$ cat src/rtl/matmul_seq_ctrl_if.sv
// matmul_seq_ctrl_if: start/status, A/B operand read and C result write bus.
// master = sequencer side, slave = buffer/environment side.
interface matmul_seq_ctrl_if #(
  parameter int AW_A = 3,
  parameter int AW_B = 4,
  parameter int AW_C = 3
);
  logic            start;
  logic            busy;
  logic            done;
  logic            a_rd_en;
  logic [AW_A-1:0] a_rd_addr;
  logic [31:0]     a_rd_data;
  logic            b_rd_en;
  logic [AW_B-1:0] b_rd_addr;
  logic [31:0]     b_rd_data;
  logic            res_wr_en;
  logic [AW_C-1:0] res_wr_addr;
  logic [31:0]     res_wr_data;
  logic            res_wr_ready;

  modport master (
    input  start,
    output busy,
    output done,
    output a_rd_en,
    output a_rd_addr,
    input  a_rd_data,
    output b_rd_en,
    output b_rd_addr,
    input  b_rd_data,
    output res_wr_en,
    output res_wr_addr,
    output res_wr_data,
    input  res_wr_ready
  );

  modport slave (
    output start,
    input  busy,
    input  done,
    input  a_rd_en,
    input  a_rd_addr,
    output a_rd_data,
    input  b_rd_en,
    input  b_rd_addr,
    output b_rd_data,
    input  res_wr_en,
    input  res_wr_addr,
    input  res_wr_data,
    output res_wr_ready
  );
endinterface

$ cat src/rtl/matmul_seq_ctrl.sv
// matmul_seq_ctrl: C = A x B on one shared MAC lane, row-major over C.
// Ports: clk, rst_n (async low), bus (matmul_seq_ctrl_if.master).
// Option MATMUL_SEQ_CTRL_ACC_SAT_EN: signed operands, saturating acc.
module matmul_seq_ctrl #(
  parameter int left_size   = 2,
  parameter int middle_size = 3,
  parameter int right_size  = 4
) (
  input logic               clk,
  input logic               rst_n,
  matmul_seq_ctrl_if.master bus
);
  localparam int NA = left_size * middle_size;
  localparam int NB = middle_size * right_size;
  localparam int NC = left_size * right_size;
  localparam int AW_A = (NA > 1) ? $clog2(NA) : 1;
  localparam int AW_B = (NB > 1) ? $clog2(NB) : 1;
  localparam int AW_C = (NC > 1) ? $clog2(NC) : 1;
  localparam int IW = (left_size > 1) ? $clog2(left_size) : 1;
  localparam int JW = (right_size > 1) ? $clog2(right_size) : 1;
  localparam int KW = (middle_size > 1) ? $clog2(middle_size) : 1;

  typedef enum logic [2:0] {
    S_IDLE, S_FETCH, S_LAST, S_WRITE, S_DONE
  } state_t;

  state_t        r_state;
  state_t        w_next;
  logic [IW-1:0] r_i;
  logic [JW-1:0] r_j;
  logic [KW-1:0] r_k;
  logic [31:0]   r_acc;
  logic          r_pend;
  logic [31:0]   w_acc_nxt;
  logic          w_busy;
  logic          w_done;
  logic          w_rd;
  logic          w_wr;
  logic          w_k_last;
  logic          w_j_last;
  logic          w_i_last;
  logic          w_el_last;
  logic          w_accept;

  assign w_k_last  = (r_k == KW'(middle_size - 1));
  assign w_j_last  = (r_j == JW'(right_size - 1));
  assign w_i_last  = (r_i == IW'(left_size - 1));
  assign w_el_last = w_j_last & w_i_last;
  assign w_accept  = (r_state == S_WRITE) & bus.res_wr_ready;

`ifdef MATMUL_SEQ_CTRL_ACC_SAT_EN
  logic               r_sat;
  logic signed [63:0] w_prod;
  logic signed [65:0] w_sum;
  logic               w_ovf;

  assign w_prod = 64'($signed(bus.a_rd_data)) *
                  64'($signed(bus.b_rd_data));
  assign w_sum  = {{34{r_acc[31]}}, r_acc} +
                  {{2{w_prod[63]}}, w_prod};
  // Result fits in 32 bits only if bits 65..31 are all equal.
  assign w_ovf  = ~((&w_sum[65:31]) | ~(|w_sum[65:31]));

  always_comb begin
    w_acc_nxt = w_sum[31:0];
    if (r_sat)
      w_acc_nxt = r_acc;
    else if (w_ovf)
      w_acc_nxt = w_sum[65] ? 32'h8000_0000 : 32'h7FFF_FFFF;
  end

  // Once clamped, the element result stays pinned at the rail.
  always_ff @(posedge clk or negedge rst_n) begin
    if (!rst_n)
      r_sat <= 1'b0;
    else if ((r_state == S_IDLE) || w_accept)
      r_sat <= 1'b0;
    else if (r_pend && w_ovf)
      r_sat <= 1'b1;
  end
`else
  logic [31:0] w_prod;

  assign w_prod    = bus.a_rd_data * bus.b_rd_data;
  assign w_acc_nxt = r_acc + w_prod;
`endif

  always_comb begin
    w_next = r_state;
    w_busy = 1'b0;
    w_done = 1'b0;
    w_rd   = 1'b0;
    w_wr   = 1'b0;
    unique case (r_state)
      S_IDLE: begin
        if (bus.start) w_next = S_FETCH;
      end
      S_FETCH: begin
        w_busy = 1'b1;
        w_rd   = 1'b1;
        if (w_k_last) w_next = S_LAST;
      end
      S_LAST: begin
        w_busy = 1'b1;
        w_next = S_WRITE;
      end
      S_WRITE: begin
        w_busy = 1'b1;
        w_wr   = 1'b1;
        if (bus.res_wr_ready)
          w_next = w_el_last ? S_DONE : S_FETCH;
      end
      S_DONE: begin
        w_done = 1'b1;
        w_next = S_IDLE;
      end
      default: w_next = S_IDLE;
    endcase
  end

  always_ff @(posedge clk or negedge rst_n) begin
    if (!rst_n)
      r_state <= S_IDLE;
    else
      r_state <= w_next;
  end

  // r_pend marks the cycle in which the previous read's data is present.
  always_ff @(posedge clk or negedge rst_n) begin
    if (!rst_n) begin
      r_i    <= '0;
      r_j    <= '0;
      r_k    <= '0;
      r_acc  <= '0;
      r_pend <= 1'b0;
    end else begin
      r_pend <= w_rd;
      if (r_pend)
        r_acc <= w_acc_nxt;
      if ((r_state == S_IDLE) && bus.start) begin
        r_i   <= '0;
        r_j   <= '0;
        r_k   <= '0;
        r_acc <= '0;
      end
      if ((r_state == S_FETCH) && !w_k_last)
        r_k <= r_k + 1'b1;
      if (w_accept) begin
        r_acc <= '0;
        r_k   <= '0;
        if (w_j_last) begin
          r_j <= '0;
          r_i <= w_i_last ? '0 : r_i + 1'b1;
        end else begin
          r_j <= r_j + 1'b1;
        end
      end
    end
  end

  assign bus.busy        = w_busy;
  assign bus.done        = w_done;
  assign bus.a_rd_en     = w_rd;
  assign bus.b_rd_en     = w_rd;
  assign bus.res_wr_en   = w_wr;
  assign bus.a_rd_addr   = w_rd ?
    AW_A'(r_i) * AW_A'(middle_size) + AW_A'(r_k) : '0;
  assign bus.b_rd_addr   = w_rd ?
    AW_B'(r_k) * AW_B'(right_size) + AW_B'(r_j) : '0;
  assign bus.res_wr_addr = w_wr ?
    AW_C'(r_i) * AW_C'(right_size) + AW_C'(r_j) : '0;
  assign bus.res_wr_data = w_wr ? r_acc : '0;
endmodule

$ cat src/flat_wrapper.sv
// flat-port wrapper written by rule: the top's interface ports become plain ports
module matmul_seq_ctrl_flat 
#(
  parameter int left_size   = 2,
  parameter int middle_size = 3,
  parameter int right_size  = 4
)
  (clk, rst_n, bus_start, bus_busy, bus_done, bus_a_rd_en, bus_a_rd_addr, bus_a_rd_data, bus_b_rd_en, bus_b_rd_addr, bus_b_rd_data, bus_res_wr_en, bus_res_wr_addr, bus_res_wr_data, bus_res_wr_ready);
  matmul_seq_ctrl_if #(.AW_A(3), .AW_B(4), .AW_C(3)) bus_i ();
  input logic clk;
  input logic rst_n;
  input wire logic [$bits(bus_i.start)-1:0] bus_start;
  output wire logic [$bits(bus_i.busy)-1:0] bus_busy;
  output wire logic [$bits(bus_i.done)-1:0] bus_done;
  output wire logic [$bits(bus_i.a_rd_en)-1:0] bus_a_rd_en;
  output wire logic [$bits(bus_i.a_rd_addr)-1:0] bus_a_rd_addr;
  input wire logic [$bits(bus_i.a_rd_data)-1:0] bus_a_rd_data;
  output wire logic [$bits(bus_i.b_rd_en)-1:0] bus_b_rd_en;
  output wire logic [$bits(bus_i.b_rd_addr)-1:0] bus_b_rd_addr;
  input wire logic [$bits(bus_i.b_rd_data)-1:0] bus_b_rd_data;
  output wire logic [$bits(bus_i.res_wr_en)-1:0] bus_res_wr_en;
  output wire logic [$bits(bus_i.res_wr_addr)-1:0] bus_res_wr_addr;
  output wire logic [$bits(bus_i.res_wr_data)-1:0] bus_res_wr_data;
  input wire logic [$bits(bus_i.res_wr_ready)-1:0] bus_res_wr_ready;
  assign bus_i.start = bus_start;
  assign bus_busy = bus_i.busy;
  assign bus_done = bus_i.done;
  assign bus_a_rd_en = bus_i.a_rd_en;
  assign bus_a_rd_addr = bus_i.a_rd_addr;
  assign bus_i.a_rd_data = bus_a_rd_data;
  assign bus_b_rd_en = bus_i.b_rd_en;
  assign bus_b_rd_addr = bus_i.b_rd_addr;
  assign bus_i.b_rd_data = bus_b_rd_data;
  assign bus_res_wr_en = bus_i.res_wr_en;
  assign bus_res_wr_addr = bus_i.res_wr_addr;
  assign bus_res_wr_data = bus_i.res_wr_data;
  assign bus_i.res_wr_ready = bus_res_wr_ready;
  matmul_seq_ctrl #(.left_size(left_size), .middle_size(middle_size), .right_size(right_size)) u_core (.clk(clk), .rst_n(rst_n), .bus(bus_i));
endmodule
$ cat config.mk
export PLATFORM = sky130hd
export DESIGN_NAME = matmul_seq_ctrl_flat
export DESIGN_NICKNAME = d
export VERILOG_FILES = /design/src/rtl/matmul_seq_ctrl_if.sv /design/src/rtl/matmul_seq_ctrl.sv /design/src/flat_wrapper.sv
export SDC_FILE = /design/constraint.sdc
export NUM_CORES = 1
export LEC_CHECK = 0
export ABC_CLOCK_PERIOD_IN_PS = 11250
export CORE_MARGIN = 2
export CORE_UTILIZATION = 68
export DETAILED_ROUTE_END_ITERATION = 8
export GPL_ROUTABILITY_DRIVEN = 0
export GPL_TIMING_DRIVEN = 0
export PLACE_DENSITY = 0.86
export SYNTH_ARGS = -nofsm -noshare
export SYNTH_HDL_FRONTEND = slang
export SYNTH_SLANG_ARGS = --single-unit
$ cat constraint.sdc
create_clock -name clk -period 11.25 [get_ports clk]
set_clock_uncertainty 0.2 [all_clocks]
set_input_delay 1.6875 -clock clk [delete_from_list [all_inputs] [get_ports clk]]
set_output_delay 1.6875 -clock clk [all_outputs]
set_load 0.01 [all_outputs]
==> flow_summary_export.csv, run 1 <==
group,metric,value,unit
synthesis,synth_fa_ha_area_share,55.1,%
finish,drive_gt1_share,1.27,%
route,wl_per_cell,21.5,µm
synthesis,netlist_instances,2094,
min_path,min_path_type,"reg2reg",
route,routed_wl,55600,µm
synthesis,synth_cell_types,54,
sta,setup_ws,1.39,ns
run,maxCapViolations,0,
floorplanning,die_y,170,µm
clock_tree,h-tree-depth,2,
placed_design,portBuffers,106,
synthesis,synth_xor_area_share,3.77,%
clock_tree,postCtsHoldBufs,0,
setup_path,critPathCaptureType,"register",
floorplanning,coreArea,0.0271,mm²
floorplanning,rows,60,
clock_tree,clock_latency,0.29,ns
finish,fin_cells,2582,
placed_design,post-place-ws,1.29,ns
sta,setup_violations,0,
setup_path,r2r-start,"u_core.r_acc[18]",
sta,hold_ws,0.351,ns
finish,n_fill_cell,1878,
global_routing,grt_pass1_vias,16100,
min_path,hold_start,"u_core.r_j[1]",
floorplanning,initial_core_util,69.5,%
synthesis,synth_warnings,0,
finish,nets,2842,
placed_design,dp.cells,2573,
global_routing,grt_max_degree,29,
global_routing,grt_pass1_wl,87400,µm
clock_tree,cts.clk_slew.worst_paths,0.06,ns
global_routing,overflow,0,
global_routing,antenna_found_initial,2,
floorplanning,dieArea,0.0290,mm²
clock_tree,cts_max_path_buffers,2,
setup_path,reg2reg_setup_slack,4.13,ns
route,avgViaCountPerCell,5.85,
synthesis,synth_ff_type,"dfrtp_1",
sta,min_period,9.86,ns
sta,hold_viol_final,0,
setup_path,criticalPathCategory,"in2reg",
setup_path,r2r_end,"u_core.r_acc[31]",
synthesis,ys_ff_latch,41,
sta,max_slew_margin,26.8,%
finish,multi_input_area,0.0155,mm²
synthesis,seq_area_frac_synth,5.45,%
floorplanning,ios,115,
sta,worst_pin_slew,1.10,ns
setup_path,ff2ff_path_depth,24,
min_path,min_to,"u_core.r_j[1]",
clock_tree,clock-sinks,41,
synthesis,synth_compound_area_share,3.29,%
clock_tree,cts_root_buf,"clkbuf_16",
synthesis,synth_edf_count,0,
route,vias,15100,
setup_path,startpoint_type,"input pin",
min_path,holdPathStages,2,
route,postRouteAntennaNets,0,
route,drc,0,
setup_path,worstPathArrival,9.80,ns
global_routing,track_usage,40.5,%
clock_tree,cts_setup_buffers,0,
synthesis,syn-num-nets,2728,
sta,fin_crit_sh,87.7,%
clock_tree,ctsResizeCount,0,
synthesis,synthArstFlopShare,100,%
run_status,status,"finished, final reports clean",
setup_path,worstPathMaxFanout,10,
sta,maxSlewViolCount,0,
synthesis,syn_avg_cell_area,9.00,µm²
clock_tree,cts_buffers,5,
finish,regArea,0.00103,mm²
synthesis,synthesis.area,0.0188,mm²
sta,fmax,101,MHz
route,firstDrtPassIters,6,
setup_path,crit_required,11.19,ns
clock_tree,cts_tree,"built",
placed_design,hpwlAfterDp,47400,µm
sta,final.setup.tns,0,ns
finish,area_growth,8.96,%
route,drt-initial-drc-count,1651,
synthesis,synth_simple_gate_area_share,19.3,%
floorplanning,die_w,170,µm
sta,grt_setup_unrepaired,"false",
synthesis,synth_top_family_by_area,"adder cells",
synthesis,muxShareOfSynthArea,1.07,%
==> stage by stage <==
stage / instance area [µm²] / util (%)
global route: 20500 / 75.7
global placement: 20400 / 75.1
CTS: 20500 / 75.7
detailed placement: 20400 / 75.2
finish: 20500 / 75.7
floorplan: 18800 / -
==> registers in the layout (all words and copies together) (netlist names) <==
signal,cells
u_core.r_j,2
u_core.r_i,1
u_core.r_state,3
u_core.r_acc,32
u_core.r_pend,1
u_core.r_k,2
==> final cells by class <==
| cell class | count | share of cell area [%] |
|---|---|---|
| flip-flops and latches | 41 | 5.00 |
| plain buffers | 100 | 1.90 |
| diodes | 1 | 0.0122 |
| clock buffers | 6 | 0.628 |
| repair buffers | 107 | 5.24 |
| clock inverters | 2 | 0.0732 |
| multi-input cells | 1451 | 75.7 |
| inverters | 502 | 9.18 |
| well taps | 372 | 2.27 |
==> how the worst max path moves through the flow <==
stage | start | endpoint | slack, ns | depth (start not counted)
global placement | bus_a_rd_data[12] | u_core.r_acc[27] | 1.43 | 27
global route | bus_a_rd_data[12] | u_core.r_acc[27] | 1.22 | 28
floorplan | bus_a_rd_data[12] | u_core.r_acc[27] | 2.90 | 26
CTS | bus_a_rd_data[12] | u_core.r_acc[31] | 1.57 | 28
detailed placement | bus_a_rd_data[12] | u_core.r_acc[31] | 1.29 | 28
finish | bus_a_rd_data[12] | u_core.r_acc[31] | 1.39 | 28
==> synthesized netlist by cell type, types with 2 or more instances <==
cell type  instances  area share (%)
nor2_1            38            0.76
xnor2_1           65             3.0
nand4_1            2           0.066
o21ai_0           20            0.53
a21oi_2            3            0.14
or3_1              4            0.13
nand4b_1           2           0.093
fa_1             439              47
ha_1             127             8.4
buf_2              7            0.19
nand3_1           15            0.40
and3b_1            2           0.093
clkbuf_1          88             1.8
nand3b_1           3            0.12
o21ai_1            3           0.080
nand2_1          235             4.7
buf_1              3           0.060
o21a_1             6            0.24
xor2_1            16            0.74
nor3b_1            4            0.16
nand2b_1           7            0.23
and2_1           362              12
a21o_1            10            0.40
dfrtp_1           41             5.4
mux2i_1           19             1.0
inv_1            502              10
nor3_1             3           0.080
and3_1             3            0.10
a21oi_1           30            0.80
o31ai_1            3            0.12
o211ai_1           2           0.080
a211oi_1           5            0.20
nor2b_1            4            0.13
==> worst max-delay path, stage by stage <==
cell	delay, ns
clkdlybuf4s50_1	0.55
clkbuf_1	0.54
clkbuf_1	0.61
and2_1	0.25
fa_1	0.42
fa_1	0.44
fa_1	0.56
inv_1	0.05
fa_1	0.48
inv_1	0.06
fa_1	0.50
inv_1	0.05
fa_1	0.53
inv_1	0.05
fa_1	0.48
inv_1	0.08
fa_1	0.48
inv_1	0.05
ha_1	0.40
nand2_1	0.13
a211oi_1	0.28
a221oi_1	0.10
a21oi_2	0.20
a21oi_2	0.11
a41o_1	0.27
o21ai_1	0.18
xnor2_1	0.16
a21oi_1	0.09
==> cell families after synthesis <==
kind of cell / Yosys count
simple gates: 688
xor+xnor: 81
compound gates: 96
mux: 20
buf+inv: 602
flops: 41
fa+ha+maj: 566
==> per-layer routing <==
layer  up-vias  routed length [µm]  global-route usage [%]
met5         -                  16                       0
met4         2                2940                    17.1
met3       208                8100                    13.5
met2      1136               24600                    62.3
met1      7505               19900                    53.1
li1       6252                   -                       -
==> placed cells by master (no fill, tap or decap), types with 4 or more instances in the layout <==
| cell type | Yosys | final |
|---|---|---|
| inv_1 | 502 | 502 |
| a21oi_1 | 30 | 30 |
| clkbuf_16 | 0 | 5 |
| and2_1 | 362 | 362 |
| or3_1 | 4 | 4 |
| o21a_1 | 6 | 6 |
| nand2_1 | 235 | 235 |
| a211oi_1 | 5 | 5 |
| nand2b_1 | 7 | 7 |
| a21o_1 | 10 | 10 |
| xnor2_1 | 65 | 65 |
| fa_1 | 439 | 439 |
| buf_2 | 7 | 8 |
| nor2b_1 | 4 | 4 |
| clkbuf_1 | 88 | 89 |
| dfrtp_1 | 41 | 41 |
| mux2i_1 | 19 | 19 |
| nand3_1 | 15 | 15 |
| nor2_1 | 38 | 38 |
| nor3b_1 | 4 | 4 |
| ha_1 | 127 | 127 |
| o21ai_0 | 20 | 20 |
| clkdlybuf4s50_1 | 0 | 105 |
| xor2_1 | 16 | 16 |
Power of run 1 is not shown: default switching activity piles up to over one toggle a cycle in this logic, so the estimate is an artifact.
==> run 2, diff against run 1 <==
- CTS_BUF_LIST: not set -> sky130_fd_sc_hd__clkbuf_16
- SLEW_MARGIN: not set -> 20
==> flow_summary_export.csv, run 2 (same netlist as run 1, synthesis figures left out) <==
group,metric,value,unit
finish,final_area,0.0205,mm²
floorplanning,initial_core_util,69.5,%
setup_path,startpoint_type,"input pin",
setup_path,criticalPathCategory,"in2reg",
sta,fin_crit_sh,87.7,%
sta,grt_setup_unrepaired,"false",
min_path,min_path_type,"reg2reg",
clock_tree,postCtsHoldBufs,0,
global_routing,grt_pass1_vias,16100,
floorplanning,rows,60,
setup_path,worstPathMaxFanout,10,
setup_path,crit_required,11.19,ns
floorplanning,dieArea,0.0290,mm²
route,drt-initial-drc-count,1670,
sta,fmax,101,MHz
floorplanning,die_y,170,µm
finish,mostFrequentLayoutCells,"inv_1, fa_1, and2_1, nand2_1, ha_1",
placed_design,hpwlAfterDp,47400,µm
finish,area_growth,8.97,%
clock_tree,h-tree-depth,2,
floorplanning,coreArea,0.0271,mm²
floorplanning,die_w,170,µm
sta,worst_pin_slew,0.935,ns
route,firstDrtPassIters,6,
route,avgViaCountPerCell,5.83,
sta,min_period,9.86,ns
clock_tree,cts_tree,"built",
run,maxCapViolations,0,
sta,max_slew_margin,37.7,%
placed_design,placed_cell_area,0.0204,mm²
placed_design,portBuffers,106,
sta,hold_viol_final,0,
finish,drive_gt1_share,1.31,%
sta,setup_violations,0,
finish,top_register,"u_core.r_acc",
finish,antennaDiodeCount,0,
clock_tree,cts_root_buf,"clkbuf_16",
finish,reg_top3,"u_core.r_acc (32), u_core.r_state (3)",
placed_design,dp.cells,2573,
clock_tree,clock_latency,0.29,ns
global_routing,overflow,0,
setup_path,critPathCaptureType,"register",
min_path,holdPathStages,1,
setup_path,ff2ff_path_depth,24,
route,drc,0,
floorplanning,ios,115,
clock_tree,cts.clk_slew.worst_paths,0.06,ns
global_routing,grt_max_degree,29,
global_routing,antenna_found_initial,2,
global_routing,track_usage,40.5,%
setup_path,reg2reg_setup_slack,4.13,ns
clock_tree,cts_max_path_buffers,2,
sta,maxSlewViolCount,0,
clock_tree,ctsResizeCount,0,
clock_tree,clock-sinks,41,
sta,final.setup.tns,0,ns
finish,final_common_cell,"inv_1",
clock_tree,cts_buffers,5,
route,vias,15100,
route,routed_wl,55500,µm
route,postRouteAntennaNets,0,
finish,post-route-util,75.7,%
clock_tree,cts_setup_buffers,0,
setup_path,worstPathArrival,9.80,ns
global_routing,grt_pass1_wl,87400,µm
finish,fin_cells,2581,
finish,largest_reg_flops,32,
finish,nets,2842,
route,wl_per_cell,21.5,µm
run_status,status,"finished, final reports clean",
## run 2: changes by cell type in the layout (fill, tap and decap cells not counted), sizes merged
cell,delta
clkbuf,-1
diode,-1
inv,+1
## run 2: layout make-up
| cell class | count | area (µm²) |
|---|---|---|
| plain buffers | 100 | 389 |
| clock buffers | 5 | 125 |
| clock inverters | 3 | 18.8 |
| fillers | 1878 | 6580 |
| inverters | 502 | 1880 |
| multi-input cells | 1451 | 15500 |
| flip-flops and latches | 41 | 1030 |
| well taps | 372 | 465 |
| repair buffers | 107 | 1080 |
## run 2: metal layers
layer  GRT usage, %  wire length [µm]
met1           53.1             20000
met2           62.3             24600
met3           13.5              7900
met4           17.1              3020
met5              0                30
## run 2: worst paths after layout
check	from	to
hold / removal	u_core.r_k[0]	u_core.r_k[0]
min in group asynchronous	rst_n	u_core.r_acc[4]
max in group asynchronous	rst_n	u_core.r_acc[12]
hold reg to reg	u_core.r_k[0]	u_core.r_k[0]
setup reg to reg	u_core.r_acc[18]	u_core.r_acc[23]
setup / recovery	bus_a_rd_data[12]	u_core.r_acc[23]
## run 2: critical path, stage by stage
cell and delay [ns]:
clkdlybuf4s50_1 0.55, clkbuf_1 0.55, clkbuf_1 0.61, and2_1 0.25, fa_1 0.42, fa_1 0.44, fa_1 0.56, inv_1 0.05
fa_1 0.48, inv_1 0.06, fa_1 0.50, inv_1 0.05, fa_1 0.53, inv_1 0.05, fa_1 0.48, inv_1 0.07
fa_1 0.48, inv_1 0.05, ha_1 0.36, nand2_1 0.15, inv_1 0.08, a221oi_1 0.33, a21oi_2 0.09, o21ai_1 0.18
a21oi_1 0.11, o21a_1 0.19, o311ai_1 0.29, o32ai_1 0.13
## run 2: metrics by stage
stage,hold slack (ns),setup WS (ns)
finish,0.352,1.39
global route,0.385,1.22
CTS,0.348,1.57
global placement,0.312,1.43
detailed placement,0.332,1.29
floorplan,0.281,2.90
Power of run 2 is left out for the same reason.
==> run 3, diff against run 2 <==
- CORE_UTILIZATION: 68 -> 60
- PLACE_DENSITY: 0.86 -> 0.76
==> flow_summary_export.csv, run 3 (same netlist as run 1, synthesis figures left out) <==
group,metric,value,unit
run_status,status,"finished, final reports clean",
global_routing,grt_pass1_wl,85500,µm
clock_tree,clock-sinks,41,
finish,drive_gt1_share,1.31,%
placed_design,portBuffers,106,
run,maxCapViolations,0,
route,routed_wl,55000,µm
sta,worst_pin_slew,0.994,ns
setup_path,startpoint_type,"input pin",
route,postRouteAntennaNets,0,
sta,min_period,9.71,ns
finish,mostFrequentLayoutCells,"inv_1, fa_1, and2_1, nand2_1, ha_1",
sta,hold_viol_final,0,
route,vias,14500,
route,avgViaCountPerCell,5.56,
floorplanning,die_y,181,µm
sta,fmax,103,MHz
setup_path,ff2ff_path_depth,23,
global_routing,antenna_found_initial,4,
finish,final_common_cell,"inv_1",
finish,regArea,0.00103,mm²
global_routing,grt_max_degree,27,
route,drc,0,
min_path,holdPathStages,1,
floorplanning,coreArea,0.0307,mm²
global_routing,track_usage,35.0,%
clock_tree,cts_setup_buffers,0,
route,drt-initial-drc-count,1099,
sta,final.setup.tns,0,ns
clock_tree,postCtsHoldBufs,0,
route,firstDrtPassIters,7,
global_routing,overflow,0,
finish,largest_reg_flops,32,
clock_tree,cts_buffers,5,
finish,multi_input_area,0.0155,mm²
sta,fin_crit_sh,86.3,%
sta,max_slew_margin,33.6,%
sta,setup_violations,0,
setup_path,worstPathMaxFanout,10,
placed_design,hpwlAfterDp,47300,µm
sta,grt_setup_unrepaired,"false",
clock_tree,cts_tree,"built",
route,wl_per_cell,21.1,µm
clock_tree,cts_max_path_buffers,2,
min_path,min_path_type,"reg2reg",
finish,area_growth,9.15,%
finish,top_register,"u_core.r_acc",
finish,n_fill_cell,2565,
clock_tree,h-tree-depth,2,
floorplanning,ios,115,
floorplanning,initial_core_util,61.3,%
setup_path,criticalPathCategory,"in2reg",
global_routing,grt_pass1_vias,15200,
clock_tree,cts_root_buf,"clkbuf_16",
finish,nets,2842,
setup_path,worstPathArrival,9.74,ns
floorplanning,die_w,181,µm
clock_tree,clock_latency,0.29,ns
clock_tree,cts.clk_slew.worst_paths,0.07,ns
setup_path,crit_required,11.28,ns
floorplanning,dieArea,0.0328,mm²
clock_tree,ctsResizeCount,0,
finish,reg_top3,"u_core.r_acc (32), u_core.r_state (3)",
setup_path,critPathCaptureType,"register",
floorplanning,rows,64,
sta,maxSlewViolCount,0,
run 3: cell count changes in the layout (fill, tap and decap cells not counted), sizes merged:
| cell | before | now |
|---|---|---|
| diode | 0 | 2 |
| clkinvlp | 2 | 1 |
| clkinv | 0 | 1 |
run 3: layer usage:
| metal | wire length [µm] | global-route usage [%] | up-vias |
|---|---|---|---|
| li1 | - | - | 6266 |
| met1 | 21300 | 45.9 | 7348 |
| met2 | 24800 | 54.2 | 734 |
| met3 | 6850 | 12.9 | 133 |
| met4 | 2060 | 11.2 | 4 |
| met5 | 32 | 0 | - |
run 3: stage by stage:
| stage | instance area [µm²] | setup WS (ns) | utilization, % | hold slack [ns] | std cells |
|---|---|---|---|---|---|
| floorplan | 18800 | 2.90 | - | 0.281 | 2094 |
| global route | 20600 | 1.29 | 66.8 | 0.351 | 2605 |
| finish | 20600 | 1.54 | 66.9 | 0.318 | 2607 |
| global placement | 20400 | 1.36 | 66.3 | 0.307 | 2596 |
| detailed placement | 20400 | 1.36 | 66.4 | 0.309 | 2597 |
| CTS | 20600 | 1.61 | 66.8 | 0.317 | 2605 |
run 3: final timing paths:
path	from	to	slack [ns]
min in group asynchronous	rst_n	u_core.r_acc[4]	1.13
worst max-delay path	bus_a_rd_data[12]	u_core.r_acc[27]	1.54
max in group asynchronous	rst_n	u_core.r_acc[13]	9.22
worst min register to register	u_core.r_state[2]	u_core.r_state[1]	0.32
worst max register to register	u_core.r_acc[18]	u_core.r_acc[27]	4.19
worst min-delay path	u_core.r_state[2]	u_core.r_state[1]	0.32
run 3: area by class of cell:
type                            count  area share (%)
Inverter                          502            9.17
Clock buffer                        5           0.609
Multi-Input combinational cell   1451            75.6
Sequential cell                    41            4.99
Clock inverter                      3           0.103
Tap cell                          396            2.41
Antenna cell                        2          0.0243
Buffer                            100            1.89
Timing Repair Buffer              107            5.23
run 3: worst max-delay path: stages:
cell and delay [ns]:
clkdlybuf4s50_1 0.52, clkbuf_1 0.51, clkbuf_1 0.64, and2_1 0.26
fa_1 0.42, fa_1 0.43, fa_1 0.54, inv_1 0.05
fa_1 0.48, inv_1 0.05, fa_1 0.49, inv_1 0.06
fa_1 0.53, inv_1 0.05, fa_1 0.49, inv_1 0.06
fa_1 0.47, inv_1 0.04, ha_1 0.22, or4_4 0.51
a21oi_4 0.14, a21oi_2 0.09, a21oi_2 0.25, a21oi_2 0.09
o21a_1 0.19, or3_1 0.35, nand3_1 0.10
Power of run 3 is left out for the same reason.
